File: src/rtl/mips_pkg.sv
// Shared definitions for the MIPS fetch stage: default widths, reset PC,
// BTB entry layout and the control-transfer (cti) priority encoding.
package mips_pkg;

  localparam int          XLEN_DEF      = 32;
  localparam logic [31:0] RESET_PC_DEF  = 32'h0000_0000;
  localparam int          BTB_DEPTH_DEF = 8;
  localparam int          BTB_IDX_DEF   = $clog2(BTB_DEPTH_DEF);

  // Entry layout for the default configuration; tag excludes index and byte bits.
  typedef struct packed {
    logic                              valid;
    logic [XLEN_DEF-BTB_IDX_DEF-3:0]   tag;
    logic [XLEN_DEF-1:0]               target;
  } btb_entry_t;

  // Target-selection encoding, listed from highest to lowest priority.
  typedef enum logic [1:0] {
    CTI_NONE   = 2'd0,
    CTI_BRANCH = 2'd1,
    CTI_JR     = 2'd2,
    CTI_JMP    = 2'd3
  } cti_e;

  function automatic cti_e cti_select(input logic br_taken,
                                      input logic jr,
                                      input logic jmp);
    if (br_taken)  return CTI_BRANCH;
    else if (jr)   return CTI_JR;
    else if (jmp)  return CTI_JMP;
    else           return CTI_NONE;
  endfunction

endpackage

File: src/rtl/pc_btb.sv
// Direct-mapped branch target buffer: combinational lookup on the fetch PC,
// clocked train/invalidate from EX. Lookups see pre-update contents.
module pc_btb #(
  parameter int XLEN  = 32,
  parameter int DEPTH = 8
) (
  input  logic            clk,
  input  logic            rst_n,
  input  logic [XLEN-1:0] lookup_pc_i,
  output logic            hit_o,
  output logic [XLEN-1:0] hit_target_o,
  input  logic            wr_en_i,
  input  logic            inv_en_i,
  input  logic [XLEN-1:0] upd_pc_i,
  input  logic [XLEN-1:0] upd_target_i
);

  localparam int IDX   = $clog2(DEPTH);
  localparam int TAG_W = XLEN - IDX - 2;

  logic [DEPTH-1:0] valid_q, valid_d;
  logic [TAG_W-1:0] tag_q    [DEPTH];
  logic [XLEN-1:0]  target_q [DEPTH];

  logic [IDX-1:0]   l_idx, u_idx;
  logic [TAG_W-1:0] l_tag, u_tag;
  logic             unused_low_bits;

  assign l_idx = lookup_pc_i[IDX+1:2];
  assign l_tag = lookup_pc_i[XLEN-1:IDX+2];
  assign u_idx = upd_pc_i[IDX+1:2];
  assign u_tag = upd_pc_i[XLEN-1:IDX+2];
  assign unused_low_bits = ^{lookup_pc_i[1:0], upd_pc_i[1:0]};

  assign hit_o        = valid_q[l_idx] && (tag_q[l_idx] == l_tag);
  assign hit_target_o = target_q[l_idx];

  always_comb begin
    // NOTE: every always_comb output gets a default first so no path leaves it unassigned (no latch).
    valid_d = valid_q;
    if (wr_en_i) begin
      valid_d[u_idx] = 1'b1;
    end else if (inv_en_i && (tag_q[u_idx] == u_tag)) begin
      valid_d[u_idx] = 1'b0;
    end
  end

  always_ff @(posedge clk or negedge rst_n) begin
    // NOTE: sequential state uses non-blocking assignments so all flops sample pre-edge values.
    if (!rst_n) valid_q <= '0;
    else        valid_q <= valid_d;
  end

  // NOTE: tag/target storage is not reset; a cleared valid bit makes its contents irrelevant.
  always_ff @(posedge clk) begin
    if (wr_en_i) begin
      tag_q[u_idx]    <= u_tag;
      target_q[u_idx] <= upd_target_i;
    end
  end

endmodule

File: src/rtl/pc_next_unit.sv
// Fetch-stage PC register with BTB prediction; resolves EX control transfers,
// redirects fetch and flushes IF/ID on a misprediction.
module pc_next_unit
  import mips_pkg::*;
#(
  parameter int              XLEN      = XLEN_DEF,
  parameter logic [XLEN-1:0] RESET_PC  = XLEN'(RESET_PC_DEF),
  parameter int              BTB_DEPTH = BTB_DEPTH_DEF
) (
  input  logic            clk,
  input  logic            rst_n,
  input  logic            stall_i,
  output logic [XLEN-1:0] pc_o,
  output logic [XLEN-1:0] pc_plus4_o,
  output logic            pred_taken_o,
  output logic [XLEN-1:0] pred_target_o,
  input  logic            ex_valid_i,
  input  logic [XLEN-1:0] ex_pc4_i,
  input  logic            ex_is_branch_i,
  input  logic            ex_taken_i,
  input  logic            ex_jmp_i,
  input  logic            ex_jr_i,
  input  logic [XLEN-1:0] ex_ext18_i,
  input  logic [25:0]     ex_target_i,
  input  logic [XLEN-1:0] ex_rs_i,
  input  logic            ex_pred_taken_i,
  input  logic [XLEN-1:0] ex_pred_target_i,
  output logic            flush_o
);

  logic [XLEN-1:0] pc_q, pc_d;
  logic            btb_hit;
  logic [XLEN-1:0] btb_target;
  logic [XLEN-1:0] branch_addr, jmp_addr, actual_target;
  logic            actual_taken, mispredict, is_cti;
  cti_e            cti_sel;

  assign pc_o          = pc_q;
  assign pc_plus4_o    = pc_q + XLEN'(4);
  assign pred_taken_o  = btb_hit;
  assign pred_target_o = btb_hit ? btb_target : pc_plus4_o;
  assign flush_o       = mispredict;
  assign is_cti        = ex_is_branch_i || ex_jmp_i || ex_jr_i;

  always_comb begin
    branch_addr  = ex_pc4_i + ex_ext18_i;
    jmp_addr     = {ex_pc4_i[XLEN-1:28], ex_target_i, 2'b00};
    cti_sel      = cti_select(ex_is_branch_i && ex_taken_i, ex_jr_i, ex_jmp_i);
    actual_taken = (cti_sel != CTI_NONE);
    unique case (cti_sel)
      CTI_BRANCH: actual_target = branch_addr;
      CTI_JR:     actual_target = ex_rs_i;
      CTI_JMP:    actual_target = jmp_addr;
      default:    actual_target = ex_pc4_i;
    endcase
    mispredict = ex_valid_i &&
                 ((actual_taken != ex_pred_taken_i) ||
                  (actual_taken && (actual_target != ex_pred_target_i)));
  end

  // A resolved misprediction wins over the hazard stall.
  always_comb begin
    pc_d = pc_q;
    if (mispredict)    pc_d = actual_taken ? actual_target : ex_pc4_i;
    else if (!stall_i) pc_d = pred_taken_o ? pred_target_o : pc_plus4_o;
  end

  always_ff @(posedge clk or negedge rst_n) begin
    if (!rst_n) pc_q <= RESET_PC;
    else        pc_q <= pc_d;
  end

  pc_btb #(
    .XLEN  (XLEN),
    .DEPTH (BTB_DEPTH)
  ) u_btb (
    .clk          (clk),
    .rst_n        (rst_n),
    .lookup_pc_i  (pc_q),
    .hit_o        (btb_hit),
    .hit_target_o (btb_target),
    .wr_en_i      (ex_valid_i && is_cti && actual_taken),
    .inv_en_i     (ex_valid_i && ex_is_branch_i && !actual_taken),
    .upd_pc_i     (ex_pc4_i - XLEN'(4)),
    .upd_target_i (actual_target)
  );

endmodule

File: config.mk
export PLATFORM = sky130hd
export DESIGN_NAME = pc_next_unit
export DESIGN_NICKNAME = d
export VERILOG_FILES = /design/src/rtl/mips_pkg.sv /design/src/rtl/pc_btb.sv /design/src/rtl/pc_next_unit.sv
export SDC_FILE = /design/constraint.sdc
export NUM_CORES = 1
export LEC_CHECK = 0
export BUFFER_PORTS_ARGS = -buffer_cell sky130_fd_sc_hd__clkbuf_2
export CORE_MARGIN = 8
export CORE_UTILIZATION = 42
export DETAILED_ROUTE_END_ITERATION = 16
export GPL_TIMING_DRIVEN = 1
export PLACE_DENSITY = 0.58
export SYNTH_ARGS = -nofsm -noshare
export SYNTH_HDL_FRONTEND = slang
export SYNTH_SLANG_ARGS = --single-unit
File: constraint.sdc
create_clock -name clk -period 4.7 [get_ports clk]
set_clock_uncertainty 0.2 [all_clocks]
set_input_delay 0.235 -clock clk [delete_from_list [all_inputs] [get_ports clk]]
set_output_delay 0.235 -clock clk [all_outputs]
set_load 0.01 [all_outputs]
After elaboration in Yosys (flattened, before gate mapping)
Memory sizes are Yosys's and may differ from the RTL's.
Index checks and enable logic that the tools add are counted.
W data, S select, Z words.
{"block": "classes", "n_addsub": 3, "order_cmp": 3, "n_eq_ne": 8, "mux": 17, "n_bitwise": 3, "n_reduce_logical": 16}
{"operator": "$mux W32", "count": 5}
{"operator": "$pmux W32 S3", "count": 1}
{"operator": "$eq A27 B27 Y1", "count": 2}
{"operator": "$add A32 B3 Y32 const B", "count": 1}
{"operator": "$add A32 B32 Y32", "count": 1}
{"operator": "$ne A32 B32 Y1", "count": 1}
{"operator": "$sub A32 B3 Y32 const B", "count": 1}
{"operator": "$mux W8", "count": 2}
{"operator": "$logic_and A1 B1 Y1", "count": 10}
{"operator": "$and A8 B8 Y8", "count": 1}
{"operator": "$lt A3 B4 Y1 const B", "count": 2}
{"operator": "$not A8 Y8", "count": 1}
{"operator": "$or A8 B8 Y8", "count": 1}
{"operator": "$mux W2", "count": 3}
{"operator": "$eq A2 B2 Y1 const B", "count": 2}
{"operator": "$mux W1", "count": 4}
{"operator": "$reduce_bool A2 Y1", "count": 2}
{"operator": "$bmux W1 S3", "count": 1}
{"operator": "$demux W1 S3", "count": 1}
{"operator": "$ge A3 B1 Y1 const B", "count": 1}
{"operator": "$logic_or A1 B1 Y1", "count": 3}
{"operator": "$eq A2 B1 Y1 const B", "count": 1}
{"operator": "$ne A2 B1 Y1 const B", "count": 1}
{"operator": "$logic_not A1 Y1", "count": 1}
{"operator": "$ne A1 B1 Y1", "count": 1}
{"block": "totals", "ff_bits": 40, "ramBits": 472, "out_inout_bits": 98, "word_cells": 54, "memories": 2}
{"memory": "u_btb.target_q", "depth": 8, "word_bits": 32, "read_ports": 1, "rd_ports_with_merged_regs": 0, "wr": 1, "line_no": "pc_btb.sv:23", "rtl": "logic [XLEN-1:0] target_q [DEPTH];"}
{"memory": "u_btb.tag_q", "depth": 8, "word_bits": 27, "read_ports": 2, "rd_ports_with_merged_regs": 0, "wr": 1, "line_no": "pc_btb.sv:22", "rtl": "logic [TAG_W-1:0] tag_q [DEPTH];"}

Longest topological paths before layout
Gate-level depths: netlist of run 1.
{"block": "depth", "depth_word": 10, "mapped_depth": 16, "ltp_nobuf": 15}

Modules after synthesis
Synthesis of run 1 repeated with hierarchy kept, for this count alone.
{"block": "hier_totals", "hier_cells": 1961, "area_unflattened_um2": 28055.7}
{"mod": "pc_btb", "n_inst": 1, "cells_each": 952, "area_each_um2": 20340.8, "seq_area_each_um2": 14373.8}
{"mod": "pc_next_unit", "n_inst": 1, "cells_each": 1009, "area_each_um2": 7714.9, "seq_area_each_um2": 800.8}

Least setup slack after synthesis of run 1
No wires, ideal clock.
{"block": "synth_path", "path_type": "in2reg", "from": "input ex_pc4_i[2]", "to": "memory u_btb.tag_q[1][0] (netlist name) (enable)", "setup_ns": 0.478, "t_arrival_ns": 4.403, "required_ns": 4.022, "setup_slack_ns": -0.381, "path_stages": 8, "n_path_buf": 3, "path_cell_list": "clkbuf_1 > inv_1 > ha_1 > xnor2_1 > nand2_1 > clkbuf_1 > buf_1 > nor2_1"}
{"block": "synth_between", "elab_chain_cells": 1}
{"element": "start: declaration", "line_no": "pc_next_unit.sv:18", "rtl": "input logic [XLEN-1:0] ex_pc4_i,"}
{"element": "$sub A32 B3 Y32", "line_no": "pc_next_unit.sv:84", "rtl": ".upd_pc_i (ex_pc4_i - XLEN'(4)),"}
{"element": "end: declaration", "line_no": "pc_btb.sv:22"}
No other way between the ends.

Final worst setup path of run 1
{"block": "layout_path", "from": "input ex_ext18_i[0]", "to": "output flush_o"}
{"block": "layout_between", "elab_chain_cells": 6}
{"element": "start: declaration", "line_no": "pc_next_unit.sv:23", "rtl": "input logic [XLEN-1:0] ex_ext18_i,"}
{"element": "$add A32 B32 Y32", "line_no": "pc_next_unit.sv:46", "rtl": "branch_addr = ex_pc4_i + ex_ext18_i;"}
{"element": "$pmux W32 S3", "line_no": "pc_next_unit.sv:50", "rtl": "unique case (cti_sel)"}
{"element": "$ne A32 B32 Y1", "line_no": "pc_next_unit.sv:58", "rtl": "(actual_taken && (actual_target != ex_pred_target_i)));"}
{"element": "$logic_and A1 B1 Y1", "line_no": "pc_next_unit.sv:58"}
{"element": "$logic_or A1 B1 Y1", "line_no": "pc_next_unit.sv:57", "rtl": "((actual_taken != ex_pred_taken_i) ||"}
{"element": "$logic_and A1 B1 Y1", "line_no": "pc_next_unit.sv:56", "rtl": "mispredict = ex_valid_i &&"}
{"element": "end: declaration", "line_no": "pc_next_unit.sv:28", "rtl": "output logic flush_o"}
No other way between the ends.

==> PnR_summary.wiki, run 1 <==
{| class="wikitable"
! Metric !! Value
|-
| Router iterations before antenna repair || 6
|-
| Worst slew margin || 21.2%
|-
| Initial Utilization || 42.5%
|-
| Worst IR drop on VDD || 0.247 mV
|-
| P_int || 9.33 mW
|-
| Setup slack of the most critical reg-to-reg path || 440 ps
|-
| Power per cell area || 406 nW/um2
|-
| Clock power frac || 30.9%
|-
| Area delta synth->final || 20.2%
|-
| Status || finished with violations
|-
| Beginning of the critical path || ex_ext18_i[0]
|-
| Adder and majority gate portion of the synthesized area || 1.58%
|-
| Global-route wire length before repair || 149,000 um
|-
| Net switching component of the power || 4.07 mW
|-
| Worst-case clock buffer depth || 3
|-
| Largest delay share family, worst path || compound AO/OA/AOI/OAI gates
|-
| Origin of the worst min-delay path || ex_pc4_i[2]
|-
| Setup repair after global routing missed its margin || yes
|-
| WL final || 104,000 um
|-
| Mux cell area share after synthesis || 15.6%
|-
| Reg2reg end || pc_o[4]
|-
| Failing checks || negative setup slack
|-
| Number of remaining DRC errors || 0
|-
| Minimum period implied by the final worst setup slack || 4740 ps
|-
| Overall overflow remaining after global route || 0
|-
| Crit path required time || 4260 ps
|-
| Async SR Flop Fraction || 7.81%
|-
| Number of buffer and inverter stages on the critical path || 7
|-
| Buffer type at the clock tree root || clkbuf_16
|-
| Antenna-violating nets left || 0
|-
| Vert. Die Dim || 272 um
|-
| Max frequency || 0.211 GHz
|-
| Routed wire length per instance || 30.9 um
|-
| Max-slew violations || 0
|-
| Max-cap violations || 0
|-
| Xor and xnor area share after synthesis || 5.14%
|-
| Post-Synth Simple-Gate Area || 9.89%
|-
| Number of nets in the synthesized netlist || 2,276
|-
| Via count of the first global-routing pass || 21,125
|-
| Filler Cells Inserted || 5,573
|-
| Top fanout value on the critical path || 13
|-
| Crit Path Category || input port to output port
|-
| Cell Area, Synth || 27,500 um2
|-
| Share of layout cells above drive strength 1 || 30.9%
|-
| Most used DFF post-synth || edfxtp_1
|-
| Dpl hpwl || 75,400 um
|-
| I/O pin cnt || 261
|-
| Element type at the critical path start || input port
|-
| Max H-tree Level || 2
|-
| Clock latency at the later pin of the worst-skew pair || 570 ps
|-
| Die width || 272 um
|-
| Pin slew with the least headroom to its limit || 1170 ps
|-
| Routability-driven placement congestion ratio || 0.993
|-
| Fraction of the mapped netlist area in compound gates || 10.0%
|-
| FP Rows || 93
|-
| Switching power as a share of total power || 30.4%
|-
| Number of antenna violations at the first check in global routing || 0
|-
| Final hold violations || 0
|-
| Final worst-path setup slack || -38.1 ps
|-
| Number of distinct library cells after synthesis || 89
|-
| Fraction of the yosys area taken by sequential cells || 55.2%
|-
| Register clock-pin slew on the reported worst setup and hold paths || 60 ps
|-
| Initial DRC Count || 2,459
|-
| Number of warnings printed during yosys synthesis || 0
|-
| Clock tree from TritonCTS || yes
|-
| Most frequent standard cell in the layout excluding fill and tap cells || edfxtp_1
|-
| Sequential share of power || 41.6%
|-
| Final setup fails || 1
|-
| Clock sink total || 512
|-
| Count of buffers from port buffering || 260
|-
| Worst setup EP type || output port
|-
| Combinational family with the most area after synthesis || multiplexers
|-
| Total chip power || 13.4 mW
|-
| Routed via count || 20,970
|-
| Number of cells on the worst reg-to-reg path || 14
|-
| Worst min-delay path class || input port to flop
|-
| Die Area || 73,900 um2
|-
| Leakage Power || 11.8 nW
|-
| Post-route fraction of the period consumed by the critical path || 101%
|-
| Slowest CP cell || a2111oi_1
|-
| Overall fraction of global-route tracks in use || 27.3%
|-
| Post-synthesis instance total || 2,079
|-
| Mean post-synth cell area || 13.2 um2
|-
| Hold Crit Depth || 5
|-
| Crit path arrival time || 4300 ps
|-
| Final nets || 2,668
|-
| Highest cell delay on the worst timing path || 930 ps
|-
| EDFF count, synth || 472
|-
| Number of vias per cell after detailed routing || 6.22
|-
| Maximum number of pins on one net before global-route repair || 59
|-
| TritonCTS Buffers || 49
|-
| Logic gate share of total power || 27.5%
|-
| Synthesis-stage register bit count || 512
|-
| Total Negative Setup Slacks || -38.1 ps
|-
| R2R Path Start || pc_o[2]
|-
| Leading cell types in the layout, fill and taps excluded || edfxtp_1, clkbuf_2, buf_4
|-
| Placeable core region || 64,600 um2
|-
| Cell chain of the critical path || clkbuf_2, ha_1, inv_1, fa_1, nand2b_1, a211oi_2, buf_4, o21ai_0, a2111oi_1, buf_4, a211oi_1, nor4_1, a311o_1, nor4_2, nand4_2, nand2_4, buf_12, inv_2, clkbuf_2
|}
## cell usage after synthesis (all sizes together), types with 61 or more instances
master | n | area, um2
buf | 61 | 345
clkbuf | 66 | 250
xnor2 | 109 | 955
edfxtp | 472 | 14200
o21ai | 80 | 400
nor2 | 135 | 507
mux4 | 120 | 2700
mux2i | 82 | 821
nand2 | 125 | 477
o22ai | 106 | 663
a21oi | 70 | 362
mux2 | 61 | 762
## worst max-delay path by stage
stage                   endpoint  slack, ps  cells after the start
2_1_floorplan  u_btb.tag_q[1][0]        620                      8
3_3_place_gp             pc_o[4]        -20                     18
3_5_place_dp            pc_o[17]         10                     18
4_1_cts         pred_target_o[8]         20                     12
5_1_grt                  flush_o        -70                     19
6_report                 flush_o        -40                     19
## registers in the layout, summed over array words and instances (netlist names), named ones only
name            count
pc_o               32
u_btb.tag_q       216
u_btb.target_q    256
## kinds of logic (layout without fill, tap and decap cells)
group | Yosys count | after routing
simple gates | 537 | 537
fa+ha+maj | 34 | 34
buf+inv | 156 | 589
compound gates | 419 | 419
mux | 263 | 263
xor+xnor | 158 | 158
other cells | 0 | 2
flops | 512 | 512
## metrics by stage
stage                     instance area, um2  utilization [%]  hold slack (ps)  setup slack, ps  instances
after global placement                 31000             48.0              178            -19.1       3253
after floorplan                        27500                -             -261              620       2079
after detailed placement               31000             48.0              193             14.2       3253
final                                  33000             51.1             99.9            -38.1       3369
after global routing                   33000             51.1              121            -66.3       3367
after CTS                              32800             50.8             68.8             24.1       3354
## final cells by class
type	instances	area, um2	share of cell area (%)
Clock buffer	57	1300	3.93
Timing Repair Buffer	468	3230	9.79
Sequential cell	512	15200	46.0
Multi-Input combinational cell	1411	11700	35.5
Tap cell	855	1070	3.24
Inverter	29	109	0.330
Antenna cell	2	5.00	0.0152
Clock inverter	35	390	1.18
## power groups by stage
| stage | Sequential (mW) | Combinational, mW | Clock (mW) |
|---|---|---|---|
| final | 5.58 | 3.68 | 4.14 |
| after global routing | 5.60 | 3.90 | 4.35 |
| after CTS | 5.58 | 3.60 | 4.20 |
| after detailed placement | 5.70 | 3.52 | 0 |
| after global placement | 5.68 | 3.49 | 0 |
| after floorplan | 5.54 | 2.16 | 0 |
## layer usage
metal  GRT usage, %  part of all wire [%]  up-vias
li1               -                     -     9046
met1           35.7                    40    10574
met2           44.8                    47     1151
met3           5.16                   8.3      199
met4           10.7                   4.4        0
met5              0                     0        -
## worst register-to-register path, cell delays in order (launching register included)
cell       delay (ps)
dfrtp_4           550
buf_12            230
mux4_2            540
mux2i_1           440
xnor2_1           190
nor4_1            190
nand3_1           180
nor4_4            320
buf_4             160
buf_4             120
bufbuf_16         310
and2_1            190
a31oi_1            50
o22a_1            220
mux2_2            260
## what timing repair did
action | CTS | global route
hold endpoints to repair | 40 | 0
gates cloned | 1 | 0
endpoints found under the setup margin | 18 | 16
pin swaps | 1 | 4
gates resized for setup | 5 | 17
buffers inserted | 7 | 13
hold buffers | 1 | 0
(Power assumes the default switching activity.)
==> run 2: changes to the inputs <==
--- a/config.mk
+++ b/config.mk
@@ -6,7 +6,6 @@
 export NUM_CORES = 1
 export LEC_CHECK = 0
 export BUFFER_PORTS_ARGS = -buffer_cell sky130_fd_sc_hd__clkbuf_2
-export CORE_MARGIN = 8
 export CORE_UTILIZATION = 42
 export DETAILED_ROUTE_END_ITERATION = 16
 export GPL_TIMING_DRIVEN = 1
==> run 2 against run 1 <==
Compared with the run above: the run now ends clean; die area decreased by 10%; first-iteration DRC count decreased by 9.3%; global-route usage increased by 3.7 points; count of clock-buffer cells in the layout increased by 12; non-clock buffer count increased by 18; worst setup slack improved by 180 ps; flip-flop and latch count unchanged; cell count increased by 0.62%; largest cell class unchanged; largest power group unchanged.
==> PnR_summary.wiki, run 2 (synthesized netlist as in run 1, its figures left out) <==
{| class="wikitable"
! Metric !! Value
|-
| Status || finished, final reports clean
|-
| Finished Cell Area || 33,100 um2 (+0.27%)
|-
| FP Rows || 93 (unchanged)
|-
| P_int || 9.12 mW (-2.2%)
|-
| Die width || 258 um (-5.2%)
|-
| Max frequency || 0.219 GHz (+3.9%)
|-
| Initial DRC Count || 2,230 (-9.3%)
|-
| Clock latency at the later pin of the worst-skew pair || 600 ps (+30 ps)
|-
| Max-slew violations || 0 (unchanged)
|-
| Register clock-pin slew on the reported worst setup and hold paths || 60 ps (about the same)
|-
| Register containing the most flip-flops in the final layout || u_btb.target_q
|-
| Number of antenna violations at the first check in global routing || 4 (+4)
|-
| Die Area || 66,400 um2 (-10%)
|-
| Initial Utilization || 42.5% (unchanged)
|-
| Post-route fraction of the period consumed by the critical path || 97.1% (-3.8 points)
|-
| Number of cells on the worst reg-to-reg path || 13 (-1)
|-
| Overall fraction of global-route tracks in use || 31.0% (+3.7 points)
|-
| Cell chain of the critical path || buf_4, clkbuf_16, mux4_2, mux2i_2, xnor2_1, or4bb_4, nor4_4, buf_12, buf_12, nor2_1, a21oi_1, buf_4, clkbuf_2
|-
| Routed wire length per instance || 31.0 um (+0.29%)
|-
| Slowest CP cell || or4bb_4
|-
| Placeable core region || 64,600 um2 (unchanged)
|-
| Number of buffer and inverter stages on the critical path || 6 (-1)
|-
| Max H-tree Level || 2 (unchanged)
|-
| Final setup fails || 0 (-1)
|-
| R2R Path Start || pc_o[2]
|-
| Most frequent standard cell in the layout excluding fill and tap cells || edfxtp_1
|-
| Reg2reg end || pc_o[4]
|-
| Leakage Power || 11.8 nW (+0.49%)
|-
| Setup slack of the most critical reg-to-reg path || 630 ps (+190 ps)
|-
| Power per cell area || 400 nW/um2 (-1.4%)
|-
| Area delta synth->final || 20.5%
|-
| Antenna-violating nets left || 0 (unchanged)
|-
| Clock power frac || 29.4% (-1.5 points)
|-
| I/O pin cnt || 261 (unchanged)
|-
| Worst slew margin || 14.7% (-6.5 points)
|-
| Routed via count || 21,251 (+1.3%)
|-
| Number of vias per cell after detailed routing || 6.27 (+0.71%)
|-
| Via count of the first global-routing pass || 20,944 (-0.86%)
|-
| Logic gate share of total power || 28.4% (+0.9 points)
|-
| Largest delay share family, worst path || simple AND/OR/NAND/NOR gates
|-
| Crit path required time || 4260 ps (about the same)
|-
| Routability-driven placement congestion ratio || 1.02 (+2.6%)
|-
| Worst IR drop on VDD || 0.264 mV (+6.8%)
|-
| Filler Cells Inserted || 5,669 (+1.7%)
|-
| Overall overflow remaining after global route || 0 (unchanged)
|-
| Final worst hold slack || 50.9 ps (-48.9 ps)
|-
| Switching power as a share of total power || 31.1% (+0.72 points)
|-
| Number of remaining DRC errors || 0 (unchanged)
|-
| Net switching component of the power || 4.12 mW (+1.2%)
|-
| Top fanout value on the critical path || 18 (+5)
|-
| Pin slew with the least headroom to its limit || 1270 ps (+96.7 ps)
|-
| Dpl hpwl || 76,400 um (+1.4%)
|-
| Highest cell delay on the worst timing path || 550 ps (-380 ps)
|-
| Router iterations before antenna repair || 8 (+2)
|-
| TritonCTS Buffers || 50 (+2.0%)
|-
| Max-cap violations || 0 (unchanged)
|-
| Maximum number of pins on one net before global-route repair || 60 (+1.7%)
|-
| Clock sink total || 512 (unchanged)
|-
| Buffer type at the clock tree root || clkbuf_16
|-
| Origin of the worst min-delay path || ex_pc4_i[2]
|-
| Final hold violations || 0 (unchanged)
|-
| Hold Crit Depth || 5 (unchanged)
|-
| Vert. Die Dim || 258 um (-5.2%)
|-
| Crit path arrival time || 4130 ps (-170 ps)
|-
| Global-route wire length before repair || 148,000 um (-0.26%)
|-
| Final nets || 2,687 (+0.71%)
|-
| WL final || 105,000 um (+0.91%)
|-
| Sequential share of power || 42.2% (+0.6 points)
|-
| Count of buffers from port buffering || 260 (unchanged)
|-
| Clock tree from TritonCTS || yes
|-
| Worst min-delay path class || input port to flop
|-
| Worst setup EP type || output port
|-
| Minimum period implied by the final worst setup slack || 4560 ps (-176 ps)
|-
| Element type at the critical path start || flop
|-
| Area post-placement || 31,200 um2 (+0.70%)
|-
| Worst-case clock buffer depth || 3 (unchanged)
|-
| Crit Path Category || flop to output port
|-
| Max reg flops || 256 (unchanged)
|-
| Leading cell types in the layout, fill and taps excluded || edfxtp_1, clkbuf_2, buf_4
|-
| Share of layout cells above drive strength 1 || 31.2% (+0.31 points)
|}
-- run 2: routing by layer --
layer / track usage, % / share of wire [%] / wire, um
met1: 41.2 / 40 / 41800
met2: 50.7 / 47 / 49600
met3: 4.55 / 8.4 / 8850
met4: 13.2 / 4.6 / 4850
met5: 0 / 0.012 / 13
-- run 2: worst max-delay path by stage --
stage                             from           endpoint  slack (ps)  cells after the start
final                          pc_o[2]   pred_target_o[7]         140                     13
after global routing           pc_o[2]   pred_target_o[7]          -2                     14
after CTS                      pc_o[2]   pred_target_o[7]          40                     14
after detailed placement   ex_pc4_i[4]            pc_o[6]         210                     14
after global placement    ex_pc4_i[16]            pc_o[2]         180                     15
after floorplan            ex_pc4_i[2]  u_btb.tag_q[1][0]         620                      8
-- run 2: layout make-up --
class | instances | area (um2) | share of cell area [%]
multi-input cells | 1411 | 11700 | 35.4
diodes | 3 | 7.51 | 0.0227
repair buffers | 486 | 3440 | 10.4
clock inverters | 25 | 185 | 0.559
flip-flops and latches | 512 | 15200 | 45.9
clock buffers | 69 | 1390 | 4.21
well taps | 855 | 1070 | 3.23
inverters | 29 | 109 | 0.329
-- run 2: power groups by stage --
stage	Sequential, mW	Combinational [mW]	Clock, mW
2_1_floorplan	5.54	2.16	0
3_3_place_gp	5.69	3.55	0
3_5_place_dp	5.70	3.57	0
4_1_cts	5.60	3.62	3.95
5_1_grt	5.62	3.97	4.11
6_report	5.59	3.76	3.89
-- run 2: timing repair --
item | in CTS | in global routing
gates resized for setup | 2 | 15
endpoints found under the setup margin | 12 | 32
cloned | 0 | 2
pin swaps | 1 | 4
hold buffers | 1 | 0
setup buffers | 2 | 16
hold endpoints to repair | 40 | 0
-- run 2: worst reg2reg max path: stages (launching register included) --
cell	delay, ps
dfrtp_4	460
buf_4	170
clkbuf_16	240
mux4_2	540
mux2i_2	240
xnor2_1	100
or4bb_4	550
nor4_4	420
buf_4	190
buf_12	150
and2_1	200
a31oi_1	60
o22a_1	200
mux2_2	260
-- run 2: stage by stage --
step           cells  util (%)  power, mW  setup TNS [ps]  worst slack [ps]
2_1_floorplan   2079         -       7.70               0               620
3_3_place_gp    3272      48.3       9.24               0               184
3_5_place_dp    3272      48.3       9.27               0               209
4_1_cts         3369      50.9       13.2               0              35.9
5_1_grt         3389      51.3       13.7           -1.54             -1.54
6_report        3390      51.3       13.2               0               138
